===== config.mk =====
export PLATFORM = sky130hd
export DESIGN_NAME = fifo_stream_reader
export DESIGN_NICKNAME = d
export VERILOG_FILES = /design/src/rtl/fifo_stream_reader.sv
export SDC_FILE = /design/constraint.sdc
export NUM_CORES = 1
export LEC_CHECK = 0
export BUFFER_PORTS_ARGS = -buffer_cell sky130_fd_sc_hd__buf_4
export CORE_ASPECT_RATIO = 1.1
export CORE_MARGIN = 5
export CORE_UTILIZATION = 45
export CTS_CLUSTER_DIAMETER = 200
export DETAILED_ROUTE_END_ITERATION = 7
export PLACE_DENSITY = 0.76
export RECOVER_POWER = 100
export SLEW_MARGIN = 20
export SYNTH_ARGS = -nofsm -noshare
export SYNTH_HDL_FRONTEND = slang
export SYNTH_SLANG_ARGS = --single-unit

===== constraint.sdc =====
create_clock -name rd_clk -period 2.6 [get_ports rd_clk]
set_input_delay 0.26 -clock rd_clk [delete_from_list [all_inputs] [get_ports rd_clk]]
set_output_delay 0.26 -clock rd_clk [all_outputs]
set_load 0.03 [all_outputs]

===== src/rtl/fifo_stream_reader.sv =====
// Read-side FIFO consumer: pops entries with 1-cycle read latency into a two-entry
// buffer and presents them as a packetised valid/ready stream with a packet counter.
module fifo_stream_reader #(
  parameter int DATA_WIDTH = 32,
  parameter int PKT_LEN    = 8,
  parameter int CNT_WIDTH  = 16
) (
  input  logic                  rd_clk,
  input  logic                  rd_rst_n,
  input  logic                  enable,
  output logic                  fifo_rd_en,
  input  logic [DATA_WIDTH-1:0] fifo_rd_data,
  input  logic                  fifo_rd_empty,
  output logic                  m_valid,
  input  logic                  m_ready,
  output logic [DATA_WIDTH-1:0] m_data,
  output logic                  m_last,
  output logic [CNT_WIDTH-1:0]  pkt_count,
  output logic                  idle,
  output logic [1:0]            dbg_state
);

  localparam int BW = (PKT_LEN > 1) ? $clog2(PKT_LEN) : 1;
  localparam logic [BW-1:0] LAST_BEAT = BW'(PKT_LEN - 1);

  typedef enum logic [1:0] {
    S_EMPTY = 2'd0,
    S_ONE   = 2'd1,
    S_TWO   = 2'd2
  } buf_state_t;

  buf_state_t            state, state_nxt;
  logic                  in_flight;
  logic [DATA_WIDTH-1:0] skid_data, skid_nxt, data_nxt;
  logic [BW-1:0]         beat_cnt;
  logic                  pop;
  logic [1:0]            held;
  logic [2:0]            occ;

  // Stream handshake: a beat transfers on a cycle where m_valid & m_ready are both
  // high; once m_valid rises, m_data/m_last hold until that transfer happens.
  assign pop       = m_valid & m_ready;
  assign m_valid   = (state != S_EMPTY);
  assign m_last    = m_valid & (beat_cnt == LAST_BEAT);
  assign idle      = (state == S_EMPTY) & ~in_flight;
  assign dbg_state = state;

  // Occupancy counts the in-flight read so the buffer can never be overrun.
  assign held = (state == S_TWO) ? 2'd2 : (state == S_ONE) ? 2'd1 : 2'd0;
  assign occ  = {1'b0, held} + {2'b0, in_flight};
  assign fifo_rd_en = rd_rst_n & enable & ~fifo_rd_empty & (occ < (3'd2 + {2'b0, pop}));

  always_comb begin
    state_nxt = state;
    data_nxt  = m_data;
    skid_nxt  = skid_data;
    case (state)
      S_EMPTY: begin
        if (in_flight) begin
          state_nxt = S_ONE;
          data_nxt  = fifo_rd_data;
        end
      end
      S_ONE: begin
        if (in_flight && pop) begin
          data_nxt = fifo_rd_data;
        end else if (in_flight) begin
          state_nxt = S_TWO;
          skid_nxt  = fifo_rd_data;
        end else if (pop) begin
          state_nxt = S_EMPTY;
        end
      end
      S_TWO: begin
        // A capture while full without a pop cannot occur: reads stop at occupancy 2.
        if (pop) begin
          data_nxt = skid_data;
          if (in_flight) skid_nxt = fifo_rd_data;
          else           state_nxt = S_ONE;
        end
      end
      default: state_nxt = S_EMPTY;
    endcase
  end

  always_ff @(posedge rd_clk or negedge rd_rst_n) begin
    if (!rd_rst_n) begin
      state     <= S_EMPTY;
      in_flight <= 1'b0;
      m_data    <= '0;
      skid_data <= '0;
      beat_cnt  <= '0;
      pkt_count <= '0;
    end else begin
      state     <= state_nxt;
      in_flight <= fifo_rd_en;
      m_data    <= data_nxt;
      skid_data <= skid_nxt;
      if (pop) begin
        if (m_last) begin
          beat_cnt  <= '0;
          pkt_count <= pkt_count + CNT_WIDTH'(1);
        end else begin
          beat_cnt  <= beat_cnt + BW'(1);
        end
      end
    end
  end

endmodule


==> reports/metrics.csv <==
stage,metric,value,unit
outcome,outcome,completed,
yosys,sequential area share after synthesis,55.5,%
timing,Final period util,88.5,%
yosys,ys async rst share,100,%
timing,Fin Hold WS,0.0827,ns
final_layout,layout cells sized above 1,15.9,%
drt,highest routed layer,met4,
timing,fmax,435,MHz
floorplan,Die Y-Extent,107,um
timing,unrepaired setup endpoints after global routing,no,
timing,Max Clock Skew,0.0106,ns
drt,met2 wire length,3930,um
cts,CTS tree,yes,
drt,Vias,2603,
power,Clock power frac,25.7,%
setup_path,"Max FO, Critical Path",10,
cts,root buf cell,clkbuf_8,
cts,CTS sink cnt,86,
yosys,post-synthesis adder-cell area fraction,1.61,%
final_layout,multi-input combinational cell area,0.00147,mm^2
timing,slew at the pin closest to its max-slew limit,1.20,ns
final_layout,Total Nets Final,441,
setup_path,CP cell instances,"nor2b_1, ha_1, o21ai_0, nor4b_2, clkbuf_2",
yosys,Synth Instances,306,
final_layout,"commonest non-fill, non-tap cell in the layout",dfrtp_1,
global_route,GRT Util Overall,15.7,%
setup_path,Critical Path Max Stage Delay,0.50,ns
cts,H-tree levels,3,
drt,met1 wire length,3450,um
cts,Max Buffers Root-to-Sink,2,
cts,Post CTS Setup Buffer Count,0,
yosys,Post-Syn Area per Cell,12.7,um^2
yosys,Cell variety after synth,36,
floorplan,Core ar.,0.00841,mm^2
yosys,number of flops mapped to enable cells by yosys,0,
yosys,largest family of logic cells by synthesized area,multiplexers,
power,Final Power,3770,uW
setup_path,crit path max-delay cell type,dfrtp_1,
yosys,syn nets,348,
yosys,post-synthesis compound-gate area fraction,6.51,%
drt,DRT Pass-1 Iters,4,
drt,total wire length,7910,um
global_route,first-pass GRT wire length,13300,um
yosys,YS warnings,0,
yosys,Synth Register Bits,86,
placement,dpl hpwl,5640,um
timing,Period minus WS final,2.30,ns
drt,DR WL met3,381,um
power,sw power,1240,uW
floorplan,IO Pins,91,
global_route,grt total ovfl,0,
cts,worst skew pair latency,0.33,ns
timing,final hold viol count,0,
run,Max-Cap Viols,0,
drt,post-DR vias/cell,5.06,
global_route,largest net degree at the start of global routing,55,
timing,Slew headroom,19.8,%
timing,max-slew violation count,0,
placement,Port Buffer Count,90,
power,sequential power share,49.3,%
yosys,simple-gate share of the synthesized area,8.61,%
final_layout,sequential cell area,0.00215,mm^2
timing,# setup viols final,0,
drt,Routed WL per cell,15.4,um
drt,DRT iter0 DRCs,83,
power,Gate power share,25.0,%
drt,DRT antenna net count,0,
floorplan,row count,35,
setup_path,WP data arrival,2.04,ns
final_layout,layout filler cell count,813,
floorplan,Initial Util,46.1,%
global_route,initial antenna violation count,0,
power,Sw Ratio,32.9,%
worst_hold_path,Tightest Hold Check Type,primary input to register,
final_layout,"commonest non-fill, non-tap cells in the layout","dfrtp_1, clkbuf_1, nor2_1",
yosys,xor/xnor cell area share of the yosys netlist,3.39,%
final_layout,Antenna diodes,0,
final_layout,Non-Filler Instances,514,
power,pwr dens,834,mW/mm^2
setup_path,Worst setup EP type,output pin,
floorplan,Die Width,98.5,um
placement,gp weighted congestion,0.756,
floorplan,DIE AREA,0.0106,mm^2
setup_path,type of origin of the critical path,register,
power,P_leak,0.00200,uW
yosys,synthesized area,0.00388,mm^2
timing,post-route setup TNS,0,ns
cts,clock-pin slew on the worst setup and hold paths,0.08,ns
power,Cell Int Power,2530,uW
setup_path,critical path data required time,2.34,ns
setup_path,crit-path leading delay family,simple AND/OR/NAND/NOR gates,
drt,# DRC,0,
placement,placed cell count,498,
setup_path,Setup CP Type,register to output pin,
yosys,Main synth FF type,dfrtp_1,
setup_path,worst path bufs/invs,1,
cts,cts bufs inserted,9,
power,VDD IR max,0.000480,V
final_layout,Area Overhead vs Synth,16.3,%
yosys,mux contribution to synthesized area,20.7,%
global_route,vias in the first global route,2723,
layer usage:
layer	GRT usage [%]	up-vias
met2	25.0	57
met3	3.69	9
met4	7.22	0
met5	0	-
li1	-	1250
met1	20.4	1287
cell families after synthesis:
group / Yosys count
simple gates: 72
mux: 65
buf+inv: 19
flops: 86
xor+xnor: 15
fa+ha+maj: 5
compound gates: 44
what timing repair did:
item                                   in CTS  in global routing
gates resized for setup                     0                  0
hold buffers                                1                  0
endpoints found under the hold margin      29                  0
power by group through the flow:
stage               Sequential, uW  Combinational [uW]  Clock [uW]
floorplan                     2150                 487           0
global placement              1880                1170           0
detailed placement            1900                1200           0
CTS                           1870                1210        1010
global route                  1900                1040        1060
finish                        1860                 942         968
sequential cells by signal, summed over array words and instances (netlist names):
register / count
m_data: 32
dbg_state: 2
beat_cnt: 3
in_flight: 1
pkt_count: 16
skid_data: 32
area by class of cell:
cell class / count / area share, %
sequential: 86 / 47.7
multi-input combinational: 201 / 32.6
inverter: 4 / 0.333
clock inverter: 4 / 1.61
tap: 111 / 3.08
clock buffer: 11 / 2.91
timing repair buffer: 97 / 11.8
final timing paths:
kind / start / endpoint / slack, ns / cells after the start
min in group asynchronous: rd_rst_n / pkt_count[7] / 0.85 / 3
min: fifo_rd_empty / in_flight / 0.08 / 2
max: dbg_state[1] / fifo_rd_en / 0.30 / 5
max in group asynchronous: rd_rst_n / m_data[7] / 0.89 / 3
max reg2reg: dbg_state[1] / skid_data[0] / 0.31 / 5
min reg2reg: pkt_count[15] / pkt_count[15] / 0.48 / 1
Yosys cell counts, types with 2 or more instances:
cell	number	area share (%)
buf_6	6	1.7
inv_1	4	0.39
nand4_1	5	0.81
xor2_1	3	0.68
a21oi_1	33	4.3
ha_1	5	1.6
buf_2	3	0.39
nand3_1	6	0.77
dfrtp_1	86	55
nand2_1	10	0.97
nor3_1	2	0.26
nor2b_1	3	0.48
buf_4	6	1.2
o21ai_0	3	0.39
mux2i_1	32	8.3
nor2_1	37	3.6
mux2_4	30	12
xnor2_1	12	2.7
mux2_2	3	0.87
metrics by stage:
| stage | utilization, % | setup slack [ns] | instance area, um^2 |
|---|---|---|---|
| after floorplan | - | 0.135 | 3890 |
| after global placement | 55.3 | 0.633 | 4650 |
| after detailed placement | 55.3 | 0.639 | 4650 |
| after CTS | 57.9 | 0.247 | 4870 |
| after global routing | 53.7 | 0.0717 | 4510 |
| final | 53.7 | 0.300 | 4510 |
Power figures use the tool's default switching activity.
